File: src/rtl/flt2fix_pkg.sv
// Shared types and constants for the binary16 to fixed-point converter.
package flt2fix_pkg;

  typedef enum logic [2:0] {
    ST_IDLE  = 3'd0,
    ST_LOAD  = 3'd1,
    ST_SHIFT = 3'd2,
    ST_ROUND = 3'd3,
    ST_DONE  = 3'd4
  } state_e;

  typedef enum logic {
    RND_TRUNC = 1'b0,
    RND_RNE   = 1'b1
  } rnd_mode_e;

  localparam int FLT_W     = 16;
  localparam int EXP_W     = 5;
  localparam int MANT_W    = 10;
  localparam int SIG_W     = MANT_W + 1;
  localparam int EXP_BIAS  = 15;
  localparam int SHIFT_CAP = 13;
  localparam int CNT_W     = 4;

  localparam logic [EXP_W-1:0] EXP_ALL_ONES = '1;

endpackage

File: src/rtl/flt2fix_round.sv
// Rounds an unsigned magnitude using guard/sticky, applies the sign and
// saturates when the rounded value no longer fits the signed result.
module flt2fix_round
  import flt2fix_pkg::*;
#(
  parameter int OUT_W = 16,
  parameter int MAG_W = 16
) (
  input  logic [MAG_W-1:0] mag_i,
  input  logic             guard_i,
  input  logic             sticky_i,
  input  rnd_mode_e        mode_i,
  input  logic             sign_i,
  output logic [OUT_W-1:0] result_o,
  output logic             ovf_o
);

  localparam int SUM_W = MAG_W + 1;
  localparam logic [SUM_W-1:0] POS_LIM = SUM_W'((1 << (OUT_W - 1)) - 1);
  localparam logic [SUM_W-1:0] NEG_LIM = SUM_W'(1 << (OUT_W - 1));
  localparam logic [OUT_W-1:0] FIX_MAX = {1'b0, {(OUT_W-1){1'b1}}};
  localparam logic [OUT_W-1:0] FIX_MIN = {1'b1, {(OUT_W-1){1'b0}}};

  logic             inc_w;
  logic [SUM_W-1:0] sum_w;
  logic [OUT_W-1:0] mag_t_w;

  always_comb begin
    inc_w   = (mode_i == RND_RNE) && guard_i && (sticky_i || mag_i[0]);
    sum_w   = {1'b0, mag_i} + SUM_W'(inc_w);
    mag_t_w = sum_w[OUT_W-1:0];
    // The most negative value has one more unit of magnitude than the most positive.
    ovf_o   = sign_i ? (sum_w > NEG_LIM) : (sum_w > POS_LIM);
    if (ovf_o) begin
      result_o = sign_i ? FIX_MIN : FIX_MAX;
    end else begin
      result_o = sign_i ? (~mag_t_w + 1'b1) : mag_t_w;
    end
  end

endmodule

File: src/rtl/flt2fix_conv.sv
// Multi-cycle IEEE binary16 to signed fixed-point converter with a
// one-bit-per-cycle shifter and selectable truncate / round-to-nearest-even.
module flt2fix_conv
  import flt2fix_pkg::*;
#(
  parameter int OUT_W  = 16,
  parameter int FRAC_W = 8
) (
  input  logic             clk,
  input  logic             reset,
  input  logic             start,
  input  logic [15:0]      flt_in,
  input  logic             rnd_mode,
  output logic [OUT_W-1:0] fix_out,
  output logic             ack,
  output logic             busy,
  output logic             sat
);

  localparam int MAG_W   = (OUT_W > SIG_W) ? OUT_W : SIG_W;
  localparam int SAT_EXP = OUT_W - 1 - FRAC_W + EXP_BIAS;
  localparam logic [OUT_W-1:0] FIX_MAX = {1'b0, {(OUT_W-1){1'b1}}};
  localparam logic [OUT_W-1:0] FIX_MIN = {1'b1, {(OUT_W-1){1'b0}}};

  state_e           state_q;
  logic [FLT_W-1:0] flt_q;
  rnd_mode_e        mode_q;
  logic [MAG_W-1:0] mag_q;
  logic             guard_q;
  logic             sticky_q;
  logic             left_q;
  logic [CNT_W-1:0] cnt_q;
  logic [OUT_W-1:0] fix_q;
  logic             sat_q;
  logic             ack_q;
  logic             busy_q;

  logic [EXP_W-1:0] exp_w;
  logic [SIG_W-1:0] sig_w;
  logic             sign_w;
  logic             is_zero_w;
  logic             is_sat_w;
  logic             shift_left_w;
  logic [CNT_W-1:0] shift_amt_w;
  int               d_int;
  int               abs_int;
  logic [OUT_W-1:0] round_res_w;
  logic             round_ovf_w;

  assign exp_w  = flt_q[14:10];
  assign sign_w = flt_q[15];
  assign sig_w  = {|exp_w, flt_q[9:0]};

  // d places the significand LSB (weight 2^(exp-25)) at the result LSB (weight 2^-FRAC_W).
  always_comb begin
    d_int   = int'(exp_w) - (EXP_BIAS + MANT_W) + FRAC_W;
    abs_int = (d_int < 0) ? -d_int : d_int;
    if (abs_int > SHIFT_CAP) begin
      abs_int = SHIFT_CAP;
    end
    shift_amt_w  = CNT_W'(abs_int);
    shift_left_w = (d_int > 0);
    is_zero_w    = (exp_w == '0);
    is_sat_w     = (exp_w == EXP_ALL_ONES) || (int'(exp_w) >= SAT_EXP);
  end

  flt2fix_round #(
    .OUT_W (OUT_W),
    .MAG_W (MAG_W)
  ) u_round (
    .mag_i    (mag_q),
    .guard_i  (guard_q),
    .sticky_i (sticky_q),
    .mode_i   (mode_q),
    .sign_i   (sign_w),
    .result_o (round_res_w),
    .ovf_o    (round_ovf_w)
  );

  always_ff @(posedge clk or negedge reset) begin
    if (!reset) begin
      state_q  <= ST_IDLE;
      flt_q    <= '0;
      mode_q   <= RND_TRUNC;
      mag_q    <= '0;
      guard_q  <= 1'b0;
      sticky_q <= 1'b0;
      left_q   <= 1'b0;
      cnt_q    <= '0;
      fix_q    <= '0;
      sat_q    <= 1'b0;
      ack_q    <= 1'b0;
      busy_q   <= 1'b0;
    end else begin
      ack_q <= 1'b0;
      case (state_q)
        ST_IDLE: begin
          // The ack cycle sits in IDLE with busy still high, so start is refused there.
          if (start && !busy_q) begin
            flt_q   <= flt_in;
            mode_q  <= rnd_mode_e'(rnd_mode);
            busy_q  <= 1'b1;
            state_q <= ST_LOAD;
          end else if (ack_q) begin
            busy_q <= 1'b0;
          end
        end
        ST_LOAD: begin
          mag_q    <= MAG_W'(sig_w);
          guard_q  <= 1'b0;
          sticky_q <= 1'b0;
          left_q   <= shift_left_w;
          cnt_q    <= shift_amt_w;
          if (is_zero_w) begin
            fix_q   <= '0;
            sat_q   <= 1'b0;
            state_q <= ST_DONE;
          end else if (is_sat_w) begin
            fix_q   <= sign_w ? FIX_MIN : FIX_MAX;
            sat_q   <= 1'b1;
            state_q <= ST_DONE;
          end else if (shift_amt_w == '0) begin
            state_q <= ST_ROUND;
          end else begin
            state_q <= ST_SHIFT;
          end
        end
        ST_SHIFT: begin
          if (left_q) begin
            mag_q <= mag_q << 1;
          end else begin
            mag_q    <= mag_q >> 1;
            guard_q  <= mag_q[0];
            sticky_q <= sticky_q | guard_q;
          end
          cnt_q <= cnt_q - 1'b1;
          if (cnt_q == CNT_W'(1)) begin
            state_q <= ST_ROUND;
          end
        end
        ST_ROUND: begin
          fix_q   <= round_res_w;
          sat_q   <= round_ovf_w;
          state_q <= ST_DONE;
        end
        ST_DONE: begin
          ack_q   <= 1'b1;
          state_q <= ST_IDLE;
        end
        default: state_q <= ST_IDLE;
      endcase
    end
  end

  assign fix_out = fix_q;
  assign ack     = ack_q;
  assign busy    = busy_q;
  assign sat     = sat_q;

endmodule

File: config.mk
export PLATFORM = sky130hd
export DESIGN_NAME = flt2fix_conv
export DESIGN_NICKNAME = d
export VERILOG_FILES = /design/src/rtl/flt2fix_pkg.sv /design/src/rtl/flt2fix_round.sv /design/src/rtl/flt2fix_conv.sv
export SDC_FILE = /design/constraint.sdc
export NUM_CORES = 1
export LEC_CHECK = 0
export BUFFER_PORTS_ARGS = -buffer_cell sky130_fd_sc_hd__clkbuf_2
export CORE_ASPECT_RATIO = 0.6
export CORE_MARGIN = 2
export CORE_UTILIZATION = 45
export CTS_CLUSTER_SIZE = 20
export DETAILED_ROUTE_END_ITERATION = 8
export PLACE_DENSITY = 0.72
export SETUP_SLACK_MARGIN = 0.2
export SYNTH_ARGS = -nofsm -noshare
export SYNTH_HDL_FRONTEND = slang
export SYNTH_SLANG_ARGS = --single-unit
export TNS_END_PERCENT = 10
File: constraint.sdc
create_clock -name clk -period 5.9 [get_ports clk]
set_input_delay 0.59 -clock clk [delete_from_list [all_inputs] [get_ports clk]]
set_output_delay 0.59 -clock clk [all_outputs]
set_load 0.05 [all_outputs]
* Yosys cells after proc, flatten, opt, wreduce, memory -nomap -nowiden *
Index checks and enable logic that the tools add are counted.

operators by class
  bitwise gates (word level) = 2
  $add $sub $neg = 6
  eq/ne operators = 10
  muxes and demuxes = 28
  reductions and logical operators = 18
  $lt $le $gt $ge = 6

operators by type and width
  cell                                                             number
  two-way mux 16 bit                                               6
  one-hot mux 16 bit (2 select lines)                              2
  greater-than comparator 32 x 5 -> 1 bit, second input constant   1
  two-way mux 32 bit                                               1
  negation 7 -> 32 bit                                             1
  adder 16 x 1 -> 17 bit                                           1
  greater-than comparator 17 x 15 -> 1 bit, second input constant  1
  greater-than comparator 17 x 16 -> 1 bit, second input constant  1
  adder 16 x 1 -> 16 bit, second input constant                    1
  inverter 16 bit                                                  1
  two-way mux 3 bit                                                4
  one-hot mux 3 bit (4 select lines)                               1
  AND reduction 2 bit                                              5
  two-way mux 1 bit                                                9
  one-hot mux 4 bit (2 select lines)                               1
  adder 6 x 5 -> 7 bit, second input constant                      1
  greater-than comparator 7 x 1 -> 1 bit, second input constant    1
  less-than comparator 7 x 1 -> 1 bit, second input constant       1
  == test 3 x 2 -> 1 bit, second input constant                    2
  inequality test 2 bit, second input constant                     3
  one-hot mux 1 bit (2 select lines)                               3
  nonzero test 2 bit                                               3
  subtractor 5 x 5 -> 6 bit, second input constant                 1
  == test 5 bit, second input constant                             1
  15 further kinds                                                 18

storage, ports and cells
  output and inout bits = 19
  register bits = 62
  bits of input ports = 20

* Depth between registers and ports, before layout *
  depth in word-level cells = 11
  mapped depth = 14

* Hierarchy *
From an unflattened synthesis, not the netlist that was laid out.

unflattened totals
  cell total of the unflattened synthesis = 489
  area total of the unflattened synthesis = 4285.4 sq um

by module, submodules not included
  module         seq. area each (sq um)  area each (sq um)  instances  cells each
  flt2fix_conv   1551.5                  3276.9             1          339
  flt2fix_round  0.0                     1008.5             1          150

* Worst setup path after synthesis *
No wires, ideal clock.

  path type = flip-flop to flip-flop
  start = register flt_q[10]
  end = register cnt_q[0]
  clock period less this slack = 2887 ps
  stages on the path, launching flop included = 15
  path slack = 3013 ps
  data arrival time = 2761 ps
  library setup time = 126 ps
  cells stage by stage = dfrtp_1 > buf_2 > inv_1 > ha_1 > buf_2 > inv_1 > o21ai_0 > xnor2_1 > ha_1 > inv_1 > nand2_1 > mux2_2 > o311ai_1 > nand3_1 > a221o_1

on the way
  word-level cells in the longest chain between the ends = 7
  elaborated cells on any way between the ends = 8
  those cells by class = add/sub: 3; order compare: 2; mux: 3

ends and longest elaborated chain
  what                                                                         RTL line             source
  from (decl)                                                                  flt2fix_conv.sv:26   logic [FLT_W-1:0] flt_q;
  from (signal assigned)                                                       flt2fix_conv.sv:100  flt_q <= flt_in;
  subtractor 5 x 5 -> 6 bit *                                                  flt2fix_conv.sv:56   d_int = int'(exp_w) - (EXP_BIAS + MANT_W) + FRAC_W;
  adder 6 x 5 -> 7 bit *                                                       flt2fix_conv.sv:56
  negation 7 -> 32 bit or less-than comparator 7 x 1 -> 1 bit (tied branches)  flt2fix_conv.sv:57   abs_int = (d_int < 0) ? -d_int : d_int;
  two-way mux 32 bit *                                                         flt2fix_conv.sv:57
  greater-than comparator 32 x 5 -> 1 bit                                      flt2fix_conv.sv:58   if (abs_int > SHIFT_CAP) begin
  two-way mux 4 bit *                                                          flt2fix_conv.sv:58
  one-hot mux 4 bit (2 select lines) *                                         flt2fix_conv.sv:96   case (state_q)
  to (signal assigned)                                                         flt2fix_conv.sv:113  cnt_q <= shift_amt_w;
  to (signal assigned)                                                         flt2fix_conv.sv:136  cnt_q <= cnt_q - 1'b1;
  to (decl)                                                                    flt2fix_conv.sv:32   logic [CNT_W-1:0] cnt_q;

Every way passes the cells marked *; elsewhere a longest branch is shown, timed or not.
A chain may end at the register's enable or synchronous reset.

* Worst setup path after layout *
  start = register mag_q[0]
  end = register fix_q[4] (netlist: fix_out[4])

on the way
  word-level cells in the longest chain between the ends = 8
  elaborated cells on any way between the ends = 11
  those cells by class = add/sub: 2; order compare: 2; mux: 4; bitwise: 1; reduce/logical: 2

ends and longest elaborated chain
  what                                   RTL line             source
  from (decl)                            flt2fix_conv.sv:28   logic [MAG_W-1:0] mag_q;
  from (signal assigned)                 flt2fix_conv.sv:109  mag_q <= MAG_W'(sig_w);
  from (signal assigned)                 flt2fix_conv.sv:130  mag_q <= mag_q << 1;
  from (signal assigned)                 flt2fix_conv.sv:132  mag_q <= mag_q >> 1;
  logical OR 1 bit                       flt2fix_round.sv:29  inc_w = (mode_i == RND_RNE) && guard_i && (sticky_i || mag_i[0]);
  logical AND 1 bit                      flt2fix_round.sv:29
  adder 16 x 1 -> 17 bit *               flt2fix_round.sv:30  sum_w = {1'b0, mag_i} + SUM_W'(inc_w);
  inverter 16 bit                        flt2fix_round.sv:37  result_o = sign_i ? (~mag_t_w + 1'b1) : mag_t_w;
  adder 16 x 1 -> 16 bit                 flt2fix_round.sv:37
  two-way mux 16 bit                     flt2fix_round.sv:37
  two-way mux 16 bit *                   flt2fix_round.sv:34  if (ovf_o) begin
  one-hot mux 16 bit (2 select lines) *  flt2fix_conv.sv:96
  to (signal assigned)                   flt2fix_conv.sv:119  fix_q <= sign_w ? FIX_MIN : FIX_MAX;
  to (signal assigned)                   flt2fix_conv.sv:142  fix_q <= round_res_w;
  to (decl)                              flt2fix_conv.sv:33   logic [OUT_W-1:0] fix_q;

Marks and branches as above.

==> metrics list <==
- The worst setup path is launched from a flop.
- Net switching fraction of the power: 0.448
- Number of buffers inserted by post-CTS setup repair: 0
- At the end of the flow the core is filled with cells to 0.524.
* Flop pwr share: 0.304
- The first TritonRoute pass finished after 5 iterations.
* Synthesized netlist net count: about 500
* Area overhead of the layout relative to synthesis: 11.8%
- Among all stages on the critical path, the largest delay is contributed by sky130_fd_sc_hd__a2111oi_0.
- Critical register-to-register path endpoint: fix_out[4]
- Proportion of synthesized flip-flops having asynchronous set or reset: 1.00
- Crit path DAT: ~3.6 ns
- The most numerous cell type found on the critical path is sky130_fd_sc_hd__ha_1.
- VDD sags by at most around 0.24 mV.
* Final total negative setup slack: 0 ns
* GRT Total Usage: 0.218
- Global routing finished with a remaining overflow of 0.
* Clock network fraction of total power: 0.220
- Cell with the most instances after synthesis: sky130_fd_sc_hd__dfrtp_1
* Pwr/cell area: ~540 nW/µm²
- Category of the most critical setup path: flop to flop
* HPWL after detailed placement: 7.39 mm
* Global-route wire length before repair: 17.5 mm
- Yosys top cell by area: sky130_fd_sc_hd__dfrtp_1
- After synthesis, the cell types taking the most area are sky130_fd_sc_hd__dfrtp_1, sky130_fd_sc_hd__xnor2_1, sky130_fd_sc_hd__nand2_1, sky130_fd_sc_hd__mux2i_1, sky130_fd_sc_hd__mux2_2.
- Library cell used as clock root buffer: sky130_fd_sc_hd__clkbuf_16
- Remaining routing DRC violations: 0
- In this run the deepest clock path goes through 2 buffers.
* Share of cells above drive strength 1: 0.202
- Part of the Yosys area used for sequential elements: 0.358
- Number of clock sinks seen by CTS: 62
- The number of antenna diodes in the final layout is 0.
- After detailed routing, the number of vias per cell comes to 5.97.
- Overall power consumption after layout is estimated at 0.00260 W.
- Max Cap Viol: 0
- Min Tclk post-route: between 3 and 4 ns
- Standard cell core area: ~9000 µm²
* TritonCTS Buffers: 9
- Delay of the slowest cell on the worst path: around 0.53 ns
* Summed instance area of the synthesized netlist: between 4000 and 5000 µm²
* CTS clock-pin slew for the worst setup and hold paths: 0.05 ns
* Hold WC Path Type: primary input to async pin
- Total of endpoints with negative setup slack in the final report: 0
- Worst-margin pin slew: just under 0.9 ns
- For this design the static power due to leakage is 2.11 nW.
- Warnings, synthesis: 0
- By count the netlist is led by sky130_fd_sc_hd__dfrtp_1, sky130_fd_sc_hd__nand2_1, sky130_fd_sc_hd__nor2_1, sky130_fd_sc_hd__xnor2_1.
* Highest attainable clock frequency: 0.298 GHz
* Unique cell type count in the Yosys netlist: 70
- The count of final max-slew check failures came to 0.
- Maximum net fanout on the critical path: 16
- Count of state elements after synthesis: 62
* Count of flip-flops with a built-in enable after synthesis: 0
- Reg-to-Reg Start: mag_q[0]
- Final hold violations: 0
- The die covers between 10,000 and 15,000 µm².
* Post-route clock period utilization: 0.569
- In this run the tool buffered the top-level ports with 38 buffer cells.
* Count of H-tree levels built during CTS: 3
- STA classifies the critical path endpoint as a flop.
- TritonCTS built the clock tree.
- Ordered list of cells on the worst path: o211a_1 -> ha_1 -> ha_1 -> ha_1 -> or3_1 -> a2111oi_0 -> a41o_1 -> nand3_2 -> o2111ai_1
- Clock latency on the worst-skew pair: around 0.34 ns
- The number of hold buffers added after CTS was 0.
* Result of the run: complete, no violations
* Post-Synthesis Mean Instance Area: between 9 and 10 µm²
- Worst slack on hold paths: ~0.43 ns
- Synth Instances: between 400 and 500
* Count of nets after finishing: about 520
- Row generation in the floorplan step produced 27 rows.
* Maximum number of pins on one net before global-route repair: between 60 and 70
* Req. time, crit path: a little over 6 ns
* Number of fill cells in the layout: ~870
- The initial antenna violation count is 0.
* Gp weighted congestion: 0.940
* Count of pins on the block boundary: 39
* Worst slew margin: 0.420
- Gates resized, CTS repair: 0
- Summing over every cut layer, the via total after detailed routing is ~3,700.
- Largest clock skew in the final design: slightly above 0.009 ns
* Count of antenna-violating nets left after detailed routing: 0
- The die is around 130 µm wide.
- In the synthesized netlist the dominant register cell turns out to be sky130_fd_sc_hd__dfrtp_1.
* Power share of the combinational group: 0.477
* R2R cell count: 9
- Setup repair after global routing left no endpoint under its margin.
- Sw Pwr: approximately 0.0012 W
- The initial utilization of the core area, before any placement, comes to 0.469.
* Fraction of post-synthesis cell area in the top cell type by area: 0.358
* Register-to-register setup slack: 2.54 ns
- Starting DRC count in detailed routing: ~340
- The die is between 80 and 90 µm tall.
* Vias in the first global route: between 3,000 and 4,000
- The final layout contains routed wiring with a total length of roughly 10 mm.
* Per-cell routed wire length: 16.7 µm
- Internal power summed over all cells: approximately 0.0014 W
-- cell usage in the layout, fill, tap and decap left out, types with 7 or more instances in the layout --
cell type	n
sky130_fd_sc_hd__nand2_1	55
sky130_fd_sc_hd__nand4_1	7
sky130_fd_sc_hd__mux2i_1	17
sky130_fd_sc_hd__a21oi_1	16
sky130_fd_sc_hd__ha_1	12
sky130_fd_sc_hd__a221o_1	10
sky130_fd_sc_hd__nand3_1	11
sky130_fd_sc_hd__mux2_2	15
sky130_fd_sc_hd__xnor2_1	27
sky130_fd_sc_hd__clkbuf_2	38
sky130_fd_sc_hd__dfrtp_1	62
sky130_fd_sc_hd__xor2_1	9
sky130_fd_sc_hd__nor2_1	38
sky130_fd_sc_hd__o2111ai_2	10
sky130_fd_sc_hd__nor3_1	7
sky130_fd_sc_hd__clkbuf_16	9
sky130_fd_sc_hd__inv_1	18
sky130_fd_sc_hd__o31ai_1	7
sky130_fd_sc_hd__nor3b_1	8
sky130_fd_sc_hd__o21ai_0	18
-- stage by stage --
stage	setup WS [ns]	area (µm²)	std cells
5_1_grt	2.30	4850	620
2_1_floorplan	3.01	4340	467
6_report	2.54	4850	620
4_1_cts	2.57	4850	620
3_5_place_dp	2.62	4530	605
3_3_place_gp	2.69	4530	605
-- state kept, by name, summed over array words and instances (netlist names) --
name,flops
fix_out,16
flt_q,16
mag_q,16
cnt_q,4
state_q,3
ack,1
busy,1
guard_q,1
left_q,1
mode_q,1
sat,1
sticky_q,1
-- worst max-delay path by stage --
stage / startpoint / endpoint / cells after the start
2_1_floorplan: flt_q[10] / cnt_q[0] / 14
3_3_place_gp: mag_q[0] / fix_out[3] / 9
3_5_place_dp: mag_q[0] / fix_out[4] / 9
4_1_cts: mag_q[0] / fix_out[4] / 9
5_1_grt: mag_q[0] / fix_out[3] / 9
6_report: mag_q[0] / fix_out[4] / 9
-- layer usage --
metal	vias up	GRT usage	share of wire
met4	0	0.0840	0.018
met3	18	0.0573	0.061
li1	1738	-	-
met5	-	0	0
met2	142	0.308	0.44
met1	1803	0.317	0.48
-- cell families after synthesis --
| kind of cell | count (synthesis) | share of synthesized area |
|---|---|---|
| compound gates | 106 | 0.197 |
| xor+xnor | 36 | 0.0727 |
| fa+ha+maj | 12 | 0.0346 |
| buf+inv | 53 | 0.0614 |
| flops | 62 | 0.358 |
| mux | 32 | 0.0782 |
| simple gates | 166 | 0.199 |
-- final cells by class --
type	count	area, µm²	area share
repair buffers	43	228	0.0469
clock inverters	5	82.6	0.0170
clock buffers	10	239	0.0493
multi-input cells	352	2520	0.519
inverters	18	67.6	0.0139
well taps	130	163	0.0335
flip-flops and latches	62	1550	0.320
-- worst max-delay path: cells and delay by family (launching register included) --
kind	cells	cell delay, ns
and+or+nand+nor	2	0.73
AOI/OAI and AO/OA	4	1.31
adders and majority gates	3	0.81
DFF	1	0.42
-- power by group through the flow --
| stage | sequential (W) | clock [W] | combinational (W) |
|---|---|---|---|
| after floorplan | 0.000833 | 0 | 0.000912 |
| after global placement | 0.000782 | 0 | 0.00119 |
| after detailed placement | 0.000791 | 0 | 0.00123 |
| after CTS | 0.000785 | 0.000587 | 0.00124 |
| after global routing | 0.000816 | 0.000606 | 0.00137 |
| final | 0.000791 | 0.000572 | 0.00124 |
Power figures use the tool's default switching activity.
